$ cat src/rtl/diaosi_types_pkg.sv
// Shared types for the diaosi fetch path.
// Holds the set-associative icache controller state encoding.
package diaosi_types_pkg;

  typedef enum logic [1:0] {
    ICA_IDLE,
    ICA_FILL,
    ICA_FLUSH
  } ica_state_e;

endpackage

$ cat src/rtl/icache_victim_sel.sv
// Per-set victim choice and replacement-state update.
// WAYS=2 keeps an LRU bit, WAYS=4 a FIFO pointer, WAYS=1 has none.
module icache_victim_sel #(
  parameter int WAYS  = 2,
  parameter int WAY_W = (WAYS > 1) ? $clog2(WAYS) : 1
) (
  input  logic [WAYS-1:0]  valid,
  input  logic [WAY_W-1:0] rp,
  input  logic [WAY_W-1:0] hit_way,
  input  logic             hit,
  input  logic             fill,
  output logic [WAY_W-1:0] victim,
  output logic [WAY_W-1:0] rp_next
);

  // Lowest invalid way wins; otherwise fall back to the pointer.
  always_comb begin
    victim = (WAYS > 1) ? rp : '0;
    for (int w = WAYS - 1; w >= 0; w--) begin
      if (!valid[w]) victim = WAY_W'(w);
    end
  end

  always_comb begin
    rp_next = rp;
    unique case (1'b1)
      (WAYS == 2) && (hit || fill):
        rp_next = hit_way ^ WAY_W'(1);
      (WAYS == 4) && fill:
        rp_next = rp + 1'b1;
      default: ;
    endcase
  end

endmodule

$ cat src/rtl/icache_assoc.sv
// Set-associative multi-word-block instruction cache with
// burst fill, whole-cache flush and saturating perf counters.
module icache_assoc
  import diaosi_types_pkg::*;
#(
  parameter int SETS     = 8,
  parameter int WAYS     = 2,
  parameter int BLKWORDS = 2,
  parameter int CNT_W    = 16
) (
  input  logic             CLK,
  input  logic             RST,
  input  logic             imemREN,
  input  logic [31:0]      imemaddr,
  output logic             ihit,
  output logic [31:0]      imemload,
  input  logic             flush,
  output logic             iREN,
  output logic [31:0]      iaddr,
  input  logic [31:0]      iload,
  input  logic             iwait,
  output logic [CNT_W-1:0] hit_count,
  output logic [CNT_W-1:0] miss_count
);

  localparam int WB    = $clog2(BLKWORDS);
  localparam int IB    = $clog2(SETS);
  localparam int WC_W  = (WB > 0) ? WB : 1;
  localparam int TAG_W = 30 - WB - IB;
  localparam int ISH   = 2 + WB;
  localparam int TSH   = 2 + WB + IB;
  localparam int WAY_W = (WAYS > 1) ? $clog2(WAYS) : 1;

  ica_state_e state, state_next;

  logic [TAG_W-1:0] req_tag, fill_tag;
  logic [IB-1:0]    req_idx, fill_idx, sel_idx;
  logic [WC_W-1:0]  req_woff, wcnt;
  logic [WAY_W-1:0] fill_way, hit_way, upd_way;
  logic [WAY_W-1:0] victim, rp_next;
  logic [WAYS-1:0]  way_hit;
  logic             any_hit, hit, miss;
  logic             fill_done, flush_pend, flush_any;

  logic [WAYS-1:0]  valid [SETS];
  logic [WAY_W-1:0] rp    [SETS];
  logic [TAG_W-1:0] tags  [SETS][WAYS];
  logic [31:0]      data  [SETS][WAYS][BLKWORDS];

  assign req_woff = WC_W'((imemaddr >> 2) & 32'(BLKWORDS - 1));
  assign req_idx  = IB'(imemaddr >> ISH);
  assign req_tag  = TAG_W'(imemaddr >> TSH);

  always_comb begin
    way_hit = '0;
    hit_way = '0;
    for (int w = WAYS - 1; w >= 0; w--) begin
      if (valid[req_idx][w] && tags[req_idx][w] == req_tag) begin
        way_hit[w] = 1'b1;
        hit_way    = WAY_W'(w);
      end
    end
  end

  assign any_hit = |way_hit;
  // A flush request in IDLE suppresses both hit and miss.
  assign hit  = (state == ICA_IDLE) && imemREN && !flush && any_hit;
  assign miss = (state == ICA_IDLE) && imemREN && !flush && !any_hit;

  assign ihit     = hit;
  assign imemload = hit ? data[req_idx][hit_way][req_woff] : '0;

  assign fill_done = (state == ICA_FILL) && !iwait &&
                     (wcnt == WC_W'(BLKWORDS - 1));
  assign flush_any = flush_pend | flush;

  assign iREN  = (state == ICA_FILL);
  assign iaddr = iREN ? ((32'(fill_tag) << TSH) |
                         (32'(fill_idx) << ISH) |
                         (32'(wcnt) << 2)) : '0;

  assign sel_idx = (state == ICA_FILL) ? fill_idx : req_idx;
  assign upd_way = (state == ICA_FILL) ? fill_way : hit_way;

  icache_victim_sel #(
    .WAYS (WAYS),
    .WAY_W(WAY_W)
  ) u_victim (
    .valid  (valid[sel_idx]),
    .rp     (rp[sel_idx]),
    .hit_way(upd_way),
    .hit    (hit),
    .fill   (fill_done),
    .victim (victim),
    .rp_next(rp_next)
  );

  always_comb begin
    state_next = state;
    unique case (state)
      ICA_IDLE: begin
        if (flush) state_next = ICA_FLUSH;
        else if (miss) state_next = ICA_FILL;
      end
      ICA_FILL: begin
        if (fill_done)
          state_next = flush_any ? ICA_FLUSH : ICA_IDLE;
      end
      ICA_FLUSH: state_next = ICA_IDLE;
      default:   state_next = ICA_IDLE;
    endcase
  end

  always_ff @(posedge CLK) begin
    if (RST) begin
      state      <= ICA_IDLE;
      flush_pend <= 1'b0;
      wcnt       <= '0;
      fill_tag   <= '0;
      fill_idx   <= '0;
      fill_way   <= '0;
      hit_count  <= '0;
      miss_count <= '0;
      for (int s = 0; s < SETS; s++) begin
        valid[s] <= '0;
        rp[s]    <= '0;
      end
    end else begin
      state <= state_next;
      if (hit) begin
        rp[req_idx] <= rp_next;
        if (hit_count != '1) hit_count <= hit_count + 1'b1;
      end
      if (miss) begin
        fill_tag <= req_tag;
        fill_idx <= req_idx;
        fill_way <= victim;
        wcnt     <= '0;
        if (miss_count != '1) miss_count <= miss_count + 1'b1;
      end
      if (state == ICA_FILL && flush) flush_pend <= 1'b1;
      if (state == ICA_FILL && !iwait) wcnt <= wcnt + 1'b1;
      // An evicted victim is rewritten, so its valid bit follows the flush.
      if (fill_done) begin
        valid[fill_idx][fill_way] <= !flush_any;
        rp[fill_idx]              <= rp_next;
        wcnt                      <= '0;
      end
      if (state == ICA_FLUSH) begin
        flush_pend <= 1'b0;
        for (int s = 0; s < SETS; s++) begin
          valid[s] <= '0;
          rp[s]    <= '0;
        end
      end
    end
  end

  always_ff @(posedge CLK) begin
    if (!RST && state == ICA_FILL && !iwait)
      data[fill_idx][fill_way][wcnt] <= iload;
    if (!RST && fill_done)
      tags[fill_idx][fill_way] <= fill_tag;
  end

endmodule

$ cat config.mk
export PLATFORM = sky130hd
export DESIGN_NAME = icache_assoc
export DESIGN_NICKNAME = d
export VERILOG_FILES = /design/src/rtl/diaosi_types_pkg.sv /design/src/rtl/icache_victim_sel.sv /design/src/rtl/icache_assoc.sv
export SDC_FILE = /design/constraint.sdc
export NUM_CORES = 1
export LEC_CHECK = 0
export CAP_MARGIN = 20
export CORE_MARGIN = 2
export CORE_UTILIZATION = 25
export DETAILED_ROUTE_END_ITERATION = 8
export SYNTH_ARGS = -nofsm -noshare
export SYNTH_HDL_FRONTEND = slang
export SYNTH_SLANG_ARGS = --single-unit
$ cat constraint.sdc
create_clock -name CLK -period 21.4 [get_ports CLK]
set_input_delay 6.42 -clock CLK [delete_from_list [all_inputs] [get_ports CLK]]
set_output_delay 6.42 -clock CLK [all_outputs]
set_load 0.01 [all_outputs]
==> run summary, run 1 <==
Relative slew margins = 16.4%
Die ar. = 245,000 um^2
Fin Clk Skew = 0.0484 ns
multi-input logic area = 14,600 um^2
first-pass GRT wire length = 227,000 um
Rows = 180
share of cells above drive strength 1 = 24.4%
clock slew seen by the registers of the worst setup and hold paths = 0.06 ns
CP max stage cell = clkdlybuf4s50_1
CTS tree = done
leading cell types by count after synthesis = edfxtp_1 (1,464), mux4_2 (361), mux2i_1 (167)
CTS Hold Bufs = 0
Worst IR Drop VDD = 0.0776 mV
status = finished clean
CP Max Fanout = 87
GR Util All Layers = 12.8%
Crit path max-delay family = buffers and inverters
internal power = 4.87 mW
initial core utilization = 25.1%
CP cell instances = buf_8 > buf_4 > mux4_2 > mux2i_1 > xor2_1 > o2111ai_1 > or3_1 > or4_4 > nor2_4 > buf_4 > mux2i_1 > nor2_1 > clkdlybuf4s50_1
H-tree Lvls = 4
fin crit period = 18.58 ns
Register Area = 45,300 um^2
post-cts sizing count = 0
clock power share = 42.5%
Crit Path Class = in2out
number of buffers and inverters on the critical path = 4
dpl cells = 6,223
maximum clock rate = 53.8 MHz
final setup fails = 0
critical path launch point type = primary input
Final Power = 6.22 mW
Routed Wire Length = 160,000 um
initial antenna violation count = 18
CP arrival = 12.16 ns
leakage power = 21.5 nW
number of CTS-inserted buffers = 148
Synth area leaders = edfxtp_1 (73%), mux4_2 (13%), mux2i_1 (2.8%), dfxtp_1 (2.2%), mux2_2 (1.2%)
warnings from Yosys = 0
Final Net Count = 3,263
sequential share of power = 53.1%
hold crit path type = reg2reg
total grt overflow = 0
WL per Instance = 24.7 um
Die Span X = 495 um
First-pass DRT Iterations = 7
Core Region = 240,000 um^2
pins over their slew limit = 0
post-CTS setup buffer count = 0
PD cells = 87.4 nW/um^2
CP Capture Type = output port
Synth Instances = 2,948
crit share post-route = 86.8%
post-synthesis cell type count = 61
Area Growth Syn to Fin = 18.0%
required time of the critical path = 14.98 ns
Layout Utilization = 29.6%
setup ws final = 2.82 ns
slew at the pin closest to its max-slew limit = 1.25 ns
pre-CTS setup slack = 2.82 ns
max cap viols = 0
CP peak stage delay = 0.65 ns
io pins = 167
combinational power share = 4.5%
predominant post-synthesis flop cell = edfxtp_1
ys async rst share = 0%
I/O Buffers = 162
Synth area leader = edfxtp_1
via count = 30,800
sequential element share of the synthesized area = 75.1%
number of fill cells = 23,300
CTS Buffer Depth = 3
vias in the first global route = 30,700
DRC viols = 0
Synth top area share = 72.9%
RSZ-0062 raised after global routing = no
Post-Syn Area = 60,300 um^2
syn_area_per_cell = 20.5 um^2
dpl hpwl = 85,800 um
Clock Sinks = 1,530
Placer Congestion = 0.867
switching power share of the total = 21.7%
Root Driver = clkbuf_16
die height = 495 um
post-route ant nets = 0
clock latency at the later pin of the worst-skew pair = 0.80 ns
Fin. Hold Viols = 0
drt first-iter violations = 3,357
Yosys reg bits = 1,530
via/cell ratio = 4.74
Setup TNS Final = 0 ns
largest net degree at the start of global routing = 138
Finished Layout Cells = 6,497
most frequent cell after synthesis = edfxtp_1
Sw Pwr = 1.35 mW
EDFF count, synth = 1,464
## logic make-up after synthesis
group                      Yosys count  synth area share, %
DFF                               1530                 75.1
AOI/OAI and AO/OA                  201                 2.19
xor gates and xnor gates            21                0.305
muxes                              592                 17.4
buffers and inverters              175                 1.37
and+or+nand+nor                    426                 3.59
adders and majority gates            2               0.0415
other                                1              0.00622
## registers in the layout (all words and copies together) (netlist names), 2 cells and up
register / count
fill_tag: 26
miss_count: 16
hit_count: 16
data: 1024
rp: 8
state: 2
fill_idx: 3
valid: 16
tags: 416
## per-layer routing
| layer | global-route usage, % | up-vias | wire (um) |
|---|---|---|---|
| met2 | 20.1 | 1210 | 74800 |
| li1 | - | 12700 | - |
| met5 | 0 | - | 92 |
| met3 | 2.82 | 208 | 12500 |
| met1 | 18.2 | 16700 | 70200 |
| met4 | 2.82 | 14 | 2780 |
## worst paths after layout
check        slack, ns  depth (start not counted)           from             to
max               2.82                         13    imemaddr[4]   imemload[14]
min reg2reg       0.50                          2  miss_count[4]  miss_count[4]
min               0.50                          2  miss_count[4]  miss_count[4]
max reg2reg      16.79                         12    tags[6][20]          rp[1]
## layout make-up
class | instances | area share, %
sequential | 1530 | 63.6
clock inverter | 84 | 1.48
clock buffer | 183 | 5.42
tap | 3185 | 5.60
antenna | 3 | 0.0105
timing repair buffer | 249 | 3.30
inverter | 19 | 0.100
multi-input combinational | 1244 | 20.5
## power groups by stage
stage                     clock [mW]  sequential [mW]  combinational, mW
final                           2.64             3.30              0.277
after global routing            2.82             3.30              0.295
after global placement             0             3.36              0.274
after floorplan                    0             3.36              0.172
after CTS                       2.70             3.30              0.278
after detailed placement           0             3.36              0.277
## stage by stage
stage	hold WS [ns]	area, um^2
2_1_floorplan	0.452	60300
3_3_place_gp	0.481	66200
3_5_place_dp	0.500	66200
4_1_cts	0.508	71100
5_1_grt	0.530	71200
6_report	0.505	71200
## cell usage in the layout (no fill, tap or decap), types with 14 or more instances in the layout
cell type / n
dfxtp_1: 66
a22oi_1: 32
mux2_2: 64
edfxtp_1: 1464
mux2i_1: 167
o31ai_1: 14
clkinv_2: 24
clkbuf_16: 149
o21ai_0: 41
clkinv_1: 19
mux4_2: 361
xor2_1: 19
clkbuf_1: 33
and2_1: 34
nand4_1: 21
or3_1: 18
nand3_1: 27
nand2_1: 67
a21oi_1: 34
inv_1: 14
buf_4: 83
o22ai_1: 30
clkdlybuf4s50_1: 157
nor2_4: 41
nor2_1: 92
nor4_1: 15
nor3_1: 31
## tightest hold or removal path: cells and delay by family (launching register included)
kind / cells / cell delay (ns)
DFF: 1 / 0.33
AOI/OAI and AO/OA: 2 / 0.12
No activity file was read; power rests on OpenSTA's default activity.
==> inputs of run 2 (changes only) <==
--- a/constraint.sdc
+++ b/constraint.sdc
@@ -3,2 +3,2 @@
 set_output_delay 6.42 -clock CLK [all_outputs]
-set_load 0.01 [all_outputs]
+set_load 0.02 [all_outputs]
==> run summary, run 2 (synthesized netlist as in run 1, its figures left out) <==
number of CTS-inserted buffers = 148 (unchanged)
number of buffers and inverters on the critical path = 5 (+1)
CTS Buffer Depth = 3 (unchanged)
largest net degree at the start of global routing = 149 (+8.0%)
post-route ant nets = 0 (unchanged)
Placer Congestion = 0.858 (-1.0%)
CP peak stage delay = 0.92 ns (+0.27 ns)
io pins = 167 (unchanged)
dpl hpwl = 83,800 um (-2.3%)
critical path launch point type = primary input
die height = 495 um (unchanged)
WL per Instance = 24.6 um (-0.40%)
DRC viols = 0 (unchanged)
final setup fails = 0 (unchanged)
Relative slew margins = 24.3% (+7.9 points)
Rows = 180 (unchanged)
Core Region = 240,000 um^2 (unchanged)
Worst IR Drop VDD = 0.0689 mV (-11%)
CP arrival = 12.51 ns (+0.35 ns)
vias in the first global route = 30,200 (-1.4%)
CTS Hold Bufs = 0 (unchanged)
Final Net Count = 3,259 (-0.12%)
CP Capture Type = output port
CP cell instances = buf_8 > buf_12 > buf_4 > mux4_2 > mux2i_1 > xor2_1 > nand3_1 > nor4_1 > and4_1 > nor2_4 > buf_4 > mux2i_1 > nor2_1 > clkdlybuf4s50_1
maximum clock rate = 52.8 MHz (-1.9%)
hold_ws = 0.507 ns (+0.00223 ns)
Fin Clk Skew = 0.0699 ns (+0.0215 ns)
most common cell after layout, fill and taps aside = edfxtp_1
via count = 30,700 (-0.43%)
setup ws final = 2.47 ns (-0.356 ns)
required time of the critical path = 14.98 ns (about the same)
CTS tree = done
max cap viols = 0 (unchanged)
share of cells above drive strength 1 = 23.8% (-0.60 points)
crit share post-route = 88.5% (+1.7 points)
Routed Wire Length = 160,000 um (-0.38%)
drt first-iter violations = 3,801 (+13%)
CP max stage cell = nor2_4
Area Growth Syn to Fin = 17.9% (about the same)
PD cells = 87.3 nW/um^2 (-0.12%)
leakage power = 21.5 nW (-0.16%)
hold crit path type = reg2reg
Die ar. = 245,000 um^2 (unchanged)
via/cell ratio = 4.72 (-0.44%)
First-pass DRT Iterations = 7 (unchanged)
Crit path max-delay family = buffers and inverters
Crit Path Class = in2out
CP Max Fanout = 81 (-6.9%)
pre-CTS setup slack = 2.50 ns (-0.324 ns)
biggest registers after layout = data x1024, tags x416, fill_tag x26
clock latency at the later pin of the worst-skew pair = 0.81 ns (about the same)
first-pass GRT wire length = 225,000 um (-0.68%)
post-CTS setup buffer count = 0 (unchanged)
slew at the pin closest to its max-slew limit = 1.13 ns (-0.121 ns)
total grt overflow = 0 (unchanged)
initial core utilization = 25.1% (unchanged)
H-tree Lvls = 4 (unchanged)
most frequent cells in the layout = edfxtp_1 (1,464), mux4_2 (361), mux2i_1 (167)
Fin. Hold Viols = 0 (unchanged)
Clock Sinks = 1,530 (unchanged)
Root Driver = clkbuf_16
Reg with most FFs = data
max reg flops = 1,024 (unchanged)
Setup TNS Final = 0 ns (unchanged)
Die Span X = 495 um (unchanged)
I/O Buffers = 162 (unchanged)
clock slew seen by the registers of the worst setup and hold paths = 0.06 ns (about the same)
pins over their slew limit = 0 (unchanged)
post-cts sizing count = 0 (unchanged)
fin crit period = 18.93 ns (+0.356 ns)
GR Util All Layers = 12.8% (-0.053 points)
number of fill cells = 23,200 (-0.18%)
status = finished clean
RSZ-0062 raised after global routing = no
initial antenna violation count = 24 (+6)
[run 2: metal layers]
metal / track usage (%) / wire [um]
met5: 0 / 147
met1: 18.0 / 68300
met2: 20.2 / 75500
met3: 2.95 / 13300
met4: 2.67 / 2490
[run 2: cell type report]
class                      instances  area [um^2]  area share [%]
multi-input combinational       1244        14600            20.5
clock inverter                    92          990            1.39
tap                             3185         3990            5.60
inverter                          19         71.3           0.100
antenna                            4         10.0          0.0141
timing repair buffer             245         2330            3.27
clock buffer                     179         3870            5.44
sequential                      1530        45300            63.7
[run 2: worst register-to-register path, delay by kind of cell, from the launching register on]
family	cells	cell delay, ns
AO/OA/AOI/OAI	1	0.22
XOR/XNOR	1	0.46
buffers and inverters	1	0.56
flip-flops	1	0.36
multiplexers	3	1.00
AND/OR/NAND/NOR	4	1.78
[run 2: path summary, 6_finish.rpt]
check	cells past startpoint	slack (ns)	end	start
worst max-delay path	14	2.47	imemload[10]	imemaddr[4]
worst min-delay path	2	0.51	miss_count[14]	miss_count[14]
worst max register to register	10	16.92	miss_count[0]	tags[7][20]
worst min register to register	2	0.51	miss_count[14]	miss_count[14]
[run 2: through the flow]
stage	util [%]	cell area [um^2]	power (mW)	cells
2_1_floorplan	-	60300	3.53	2949
3_3_place_gp	27.5	66200	3.64	6221
3_5_place_dp	27.5	66200	3.64	6221
4_1_cts	29.6	71000	6.26	6492
5_1_grt	29.6	71100	6.40	6496
6_report	29.6	71100	6.21	6498
[run 2: where the power goes]
group	leakage, nW	switching (mW)	internal, mW
sequential	13.4	0.0147	3.28
combinational	5.70	0.159	0.117
clock	2.34	1.16	1.47
